[src/rtl/run_sequencer.sv]
// run_sequencer: launches NPROG programs through the Start/Done handshake and reports each run length.
module run_sequencer #(
    parameter int NPROG   = 3,
    parameter int HOLD    = 4,
    parameter int CW      = 16,
    parameter int TIMEOUT = 4096
) (
    input  logic          Clk,
    input  logic          Reset,
    input  logic          Go,
    input  logic          Done,
    output logic          Start,
    output logic [1:0]    ProgIdx,
    output logic [CW-1:0] CycleCount,
    output logic          CountValid,
    output logic          TimedOut,
    output logic          Busy,
    output logic          AllDone
);
    localparam int HW = (HOLD > 1) ? $clog2(HOLD) : 1;
    localparam logic [HW-1:0] HOLD_LAST = HW'(HOLD - 1);
    localparam logic [1:0]    LAST      = 2'(NPROG - 1);
    localparam logic [CW-1:0] TMO       = CW'(TIMEOUT);

    typedef enum logic [2:0] {IDLE, ASSERT, RUN, REPORT, FINISH} state_t;

    state_t        state_q;
    logic [HW-1:0] hold_q;
    logic [CW-1:0] run_q, run_d;
    logic          start_q, count_valid_q, timed_out_q, busy_q, all_done_q;
    logic [1:0]    prog_q;
    logic [CW-1:0] cycle_count_q;

    // run_q holds completed RUN cycles, so run_d is the number of the current one
    assign run_d = run_q + CW'(1);

    always_ff @(posedge Clk) begin
        if (Reset) begin
            state_q       <= IDLE;
            hold_q        <= '0;
            run_q         <= '0;
            start_q       <= 1'b0;
            prog_q        <= '0;
            cycle_count_q <= '0;
            count_valid_q <= 1'b0;
            timed_out_q   <= 1'b0;
            busy_q        <= 1'b0;
            all_done_q    <= 1'b0;
        end else begin
            count_valid_q <= 1'b0;
            case (state_q)
                IDLE, FINISH: begin
                    if (Go) begin
                        state_q     <= ASSERT;
                        start_q     <= 1'b1;
                        prog_q      <= '0;
                        timed_out_q <= 1'b0;
                        hold_q      <= '0;
                        busy_q      <= 1'b1;
                        all_done_q  <= 1'b0;
                    end
                end
                ASSERT: begin
                    if (hold_q == HOLD_LAST) begin
                        state_q <= RUN;
                        start_q <= 1'b0;
                        run_q   <= '0;
                    end else begin
                        hold_q <= hold_q + HW'(1);
                    end
                end
                RUN: begin
                    // Done beats a coinciding timeout
                    if (Done || run_d == TMO) begin
                        state_q       <= REPORT;
                        cycle_count_q <= run_d;
                        count_valid_q <= 1'b1;
                        timed_out_q   <= !Done;
                    end else begin
                        run_q <= run_d;
                    end
                end
                REPORT: begin
                    if (!timed_out_q && prog_q < LAST) begin
                        state_q <= ASSERT;
                        prog_q  <= prog_q + 2'd1;
                        start_q <= 1'b1;
                        hold_q  <= '0;
                    end else begin
                        state_q    <= FINISH;
                        busy_q     <= 1'b0;
                        all_done_q <= 1'b1;
                    end
                end
                default: state_q <= IDLE;
            endcase
        end
    end

    assign Start      = start_q;
    assign ProgIdx    = prog_q;
    assign CycleCount = cycle_count_q;
    assign CountValid = count_valid_q;
    assign TimedOut   = timed_out_q;
    assign Busy       = busy_q;
    assign AllDone    = all_done_q;
endmodule

[config.mk]
export PLATFORM = sky130hd
export DESIGN_NAME = run_sequencer
export DESIGN_NICKNAME = d
export VERILOG_FILES = /design/src/rtl/run_sequencer.sv
export SDC_FILE = /design/constraint.sdc
export NUM_CORES = 1
export LEC_CHECK = 0
export BUFFER_PORTS_ARGS = -buffer_cell sky130_fd_sc_hd__buf_2
export CAP_MARGIN = 20
export CORE_MARGIN = 1
export CORE_UTILIZATION = 62
export DETAILED_ROUTE_END_ITERATION = 10
export GPL_TIMING_DRIVEN = 0
export PLACE_DENSITY = 0.95
export SYNTH_ARGS = -nofsm -noshare
export SYNTH_HDL_FRONTEND = slang
export SYNTH_SLANG_ARGS = --single-unit
[constraint.sdc]
create_clock -name Clk -period 6.8 [get_ports Clk]
set_clock_uncertainty 0.2 [all_clocks]
set_input_delay 1.7 -clock Clk [delete_from_list [all_inputs] [get_ports Clk]]
set_output_delay 1.7 -clock Clk [all_outputs]
set_load 0.05 [all_outputs]
# Word level (Yosys, flattened, before mapping)

Index checks and enable logic that the tools add are counted.

Register bits: 44
Word-level logic and storage cells: 73
Input port bits: 4
Output and inout bits: 23

Muxes and demuxes: 26
$add $sub $neg: 3
Reductions and logical operators: 19
Eq/ne operators: 13
Magnitude comparators: 1
Bitwise operators: 1

Operators with widths:

| cell                  | count |
|---|---|
| $mux 16               | 2 |
| $pmux 16 s2           | 1 |
| $add 16x1->16 const B | 1 |
| $eq 16x13->1 const B  | 1 |
| $reduce_and 3->1      | 5 |
| $ne 2x2->1 const B    | 7 |
| $mux 3                | 4 |
| $pmux 3 s4            | 1 |
| $mux 1                | 8 |
| $mux 2                | 4 |
| $reduce_and 4->1      | 2 |
| $eq 3x2->1 const B    | 2 |
| $pmux 1 s2            | 3 |
| $pmux 2 s3            | 1 |
| $reduce_bool 2->1     | 3 |
| $add 2x1->2 const B   | 2 |
| $pmux 2 s2            | 1 |
| $reduce_or 2->1       | 2 |
| $eq 3x1->1 const B    | 1 |
| $eq 3x3->1 const B    | 1 |
| $logic_not 3->1       | 1 |
| $pmux 1 s3            | 1 |
| $reduce_bool 3->1     | 1 |
| $eq 2x2->1 const B    | 1 |
| other kinds (6)       | 7 |

# Logic depth before layout (Yosys ltp)

Depth in word-level cells: 5
Gate-level depth with buffers: 10
Gate-level depth less buffers: 8

# Worst setup path before layout

Ideal clock, no wire load.

Path type: input -> register
Start point: in Reset
End point: reg state_q[1]
Setup time: 0.136 ns
Buffers on the path: 3
Arrival: 2.627 ns
Path slack: 3.837 ns
Data required time: 6.464 ns
Stages on the path: 4
Cells stage by stage: clkbuf_1 -> clkbuf_1 -> buf_1 -> nor3_1

RTL lines:

| what                 | line | RTL |
|---|---|---|
| from (decl)          | 9    | `input logic Reset,` |
| to (signal assigned) | 39   | `state_q <= IDLE;` |
| to (signal assigned) | 54   | `state_q <= ASSERT;` |
| to (signal assigned) | 65   | `state_q <= RUN;` |
| to (decl)            | 27   | `state_t state_q;` |

No word-level cell between the ends.

# Final worst setup path

Start point: reg run_q[0]
End point: reg run_q[5]

Longest elaborated chain between the ends: 5
Elaborated cells between the ends (all ways): 7
Those cells by class: add/sub: 1; eq/ne: 2; mux: 2; reduce/logical: 2

RTL lines:

| what                       | line | RTL |
|---|---|---|
| from (decl)                | 29   | `logic [CW-1:0] run_q, run_d;` |
| from (signal assigned)     | 80   | `run_q <= run_d;` |
| $add 16x1->16 *            | 35   | `assign run_d = run_q + CW'(1);` |
| $eq 16x13->1               | 74   | `if (Done \|\| run_d == TMO) begin` |
| $logic_or 1x1->1           | 74   |  |
| $ne 2x2->1 (no line)       | n/a  |  |
| $reduce_and 3->1 (no line) | n/a  |  |

Mark *: on every way between the ends. The rest lies on a longest branch, timed or not. The select of a mux whose other input is x is not followed.
A chain may end at the register's enable or synchronous reset.

==> results.md <==
- CP peak stage delay: 0.73 ns
- Crit path DAT: about 3.5 ns
- Cell Area, Synth: 0.00243 mm^2
- Boundary Pins: 27
- Met1 WL: 2660 um
- Routed vias/inst: 6.29
- Most used DFF post-synth: dfxtp_1
- Total power: 505 uW
- Crit. Startpoint: run_q[0]
- Final setup violation count: 0
- Met2 routed WL: ~2900 um
- Worst Hold Class: reg2reg
- Antenna-violating nets left: 0
- FF-to-FF Start: run_q[0]
- Die X: between 60 and 70 um
- Worst R2R Setup Slack: roughly 3.4 ns
- Share of layout cells above drive strength 1: 0.222
- Minimum clock period after layout: 3.43 ns
- Worst Setup EP: run_q[5]
- Max-cap violations: 0
- Port bufs: 25
- Routed WL: 6060 um
- Post-synthesis sequential area ratio: 0.363
- Worst-skew pair later-pin latency: 0.30 ns
- Commonest non-fill, non-tap cells in the layout: 44 x dfxtp_1, 29 x buf_2, 29 x a21oi_1, 28 x nor2_1, 27 x nand2_1
- Leading area contributor after synthesis: dfxtp_1
- TritonCTS buffer count: 5
- Switching portion of total power: 0.232
- Pwr/cell area: 185 mW/mm^2
- Sequential share of power: 0.518
- Site Rows: 22
- Worst-path maximum fanout: 10
- Root buf cell: clkbuf_8
- Critical-path cell list: ha_1 -> buf_2 -> nand3_2 -> nor3_1 -> xor2_1 -> nor2_1 -> a21oi_1 -> o21ai_0 -> o21ai_0
- Most common cell after layout, fill and taps aside: dfxtp_1
- CP Capture Type: flip-flop
- Fin. max-slew vios: 0
- VDD IR max: roughly 0.00011 V
- R2R depth: 9
- Met3 WL: 409 um
- Status: completed
- Static leakage: 1.00 nW
- Least-Margin Pin Slew: between 0.8 and 0.9 ns
- Wire length of the first global-routing pass: 9640 um
- Largest net degree at the start of global routing: 15
- DRC Markers: 0
- Post-synth top area share: 0.363
- Layout area overhead: 12.6%
- Reg clk slew, reported paths: approximately 0.08 ns
- Final hold violation count: 0
- Post-CTS Hold Fix Bufs: 0
- Vias in the first global route: 1969
- Max clock buf depth: 2
- Bufs and invs on worst path: 1
- Post-synthesis average cell area: 8.46 um^2
- Number of synthesized flops with an enable pin: 0
- Total grt overflow: 0
- Tcrit/Tclk final: 0.504
- Core area: 0.00372 mm^2
- Cells after synthesis: between 200 and 300
- DRT Pass-1 Iters: 5
- F_max: 292 MHz
- Syn Nets: a little under 300
- Final core utilization: 0.736
- Critical R2R Capture: run_q[5]
- CTS tree: built
- Slowest CP cell: a21oi_1
- CTS H-tree lvls: 2
- Initial core utilization: 0.653
- N_diodes: 0
- Synth warn: 0
- Setup tns final: 0 ns
- Logic pwr share: 0.054
- Critical Path RT: 6.82 ns
- Critical path class: reg2reg
- Top cells by area, synth: dfxtp_1 36%, a21oi_1 6.0%, nor2_1 4.3%
- Die Ht: about 65 um
- Seq cells post-synth: 44
- Top Metal Used: met4
- Crit path max-delay family: compound AO/OA/AOI/OAI gates
- # clock sinks: 44
- CP most frequent cell: o21ai_0
- DR iter-0 viols: 263
- Unrepaired setup endpoints after global routing: false
- NetSw: ~120 uW
- Synth cell types: 54
- GRT Overall Usage: 0.306
- Startpoint type of the worst setup path: flip-flop
- Crit path depth: 9
- Via Count: 2313
- Detailed Place HPWL: 4310 um
- Nets: 325
- P_int: approximately 390 uW
- Routed len/inst: 16.5 um
- Die area: approximately 0.0042 mm^2
- Setup Buffers After CTS: 0
- Fraction of registers with async set/reset: 0
- CTS resizes: 0
- Slew margin rel.: 0.428
- Clock network fraction of design power: 0.427
- Antenna violations before repair: 0
- Final GP Congestion: approximately 0.97
[synth_stat cells, types with 3 or more instances]
| library cell | count |
|---|---|
| a31oi_1 | 4 |
| nor3b_1 | 3 |
| nor2_1 | 28 |
| buf_4 | 4 |
| o41ai_1 | 4 |
| nand3_1 | 6 |
| o2111ai_1 | 5 |
| buf_6 | 3 |
| nor2b_1 | 4 |
| clkbuf_2 | 3 |
| buf_2 | 4 |
| xor2_1 | 7 |
| nor4_1 | 5 |
| a211oi_1 | 6 |
| clkbuf_1 | 8 |
| nand2_1 | 27 |
| a211oi_2 | 7 |
| nand2b_1 | 3 |
| dfxtp_1 | 44 |
| nor3_1 | 9 |
| a21oi_1 | 29 |
| o21ai_0 | 17 |
| inv_1 | 5 |
| o21a_1 | 3 |
| xnor2_1 | 9 |
| or2_2 | 3 |
| mux2i_1 | 3 |
[worst min-delay path by stage]
stage                        startpoint             to  slack [ns]  cells after the start
after detailed placement        AllDone        AllDone        0.25                      2
after floorplan              state_q[2]     state_q[1]        0.25                      1
after CTS                       AllDone        AllDone        0.27                      2
after global routing            AllDone        AllDone        0.29                      2
final                     CycleCount[0]  CycleCount[0]        0.26                      2
after global placement            Start          Start        0.24                      2
[state kept, by name, indices dropped and copies added, names as in the netlist]
signal,count
ProgIdx,2
CountValid,1
AllDone,1
hold_q,2
Start,1
state_q,3
CycleCount,16
TimedOut,1
run_q,16
Busy,1
[tightest hold or removal path: stages (launching register included)]
cell and delay (ns):
dfxtp_1 0.31, nand2_1 0.05, mux2i_1 0.05
[cell families (layout without fill, tap and decap cells)]
group | count (synthesis) | in the layout | share of synthesized area
simple gates | 103 | 103 | 0.226
compound gates | 89 | 89 | 0.260
flops | 44 | 44 | 0.363
buf+inv | 30 | 63 | 0.0701
xor+xnor | 16 | 16 | 0.0577
mux | 3 | 3 | 0.0124
fa+ha+maj | 2 | 2 | 0.0103
[power groups by stage]
stage / Clock, mW / Combinational (mW) / Sequential, mW
2_1_floorplan: 0 / 0.0160 / 0.272
3_3_place_gp: 0 / 0.0263 / 0.268
3_5_place_dp: 0 / 0.0266 / 0.268
4_1_cts: 0.215 / 0.0269 / 0.262
5_1_grt: 0.227 / 0.0295 / 0.262
6_report: 0.216 / 0.0274 / 0.262
[metrics by stage]
step           instance area (um^2)  hold slack, ns  std cells  setup WS (ns)
6_report                       2730           0.260        368           3.37
2_1_floorplan                  2430           0.248        287           3.84
5_1_grt                        2730           0.294        368           3.18
4_1_cts                        2730           0.266        368           3.44
3_5_place_dp                   2610           0.250        360           3.42
3_3_place_gp                   2610           0.244        360           3.40
[area by class of cell]
class | count | area (um^2)
Sequential cell | 44 | 881
Clock buffer | 6 | 82.6
Fill cell | 263 | 982
Multi-Input combinational cell | 213 | 1380
Inverter | 5 | 18.8
Buffer | 25 | 151
Clock inverter | 2 | 38.8
Tap cell | 48 | 60.1
Timing Repair Buffer | 25 | 125
[routing by layer]
layer,track usage,vias up
met5,0,-
li1,-,1100
met1,0.394,1083
met2,0.508,118
met4,0.0972,0
met3,0.0634,12
No activity file was read; power rests on OpenSTA's default activity.
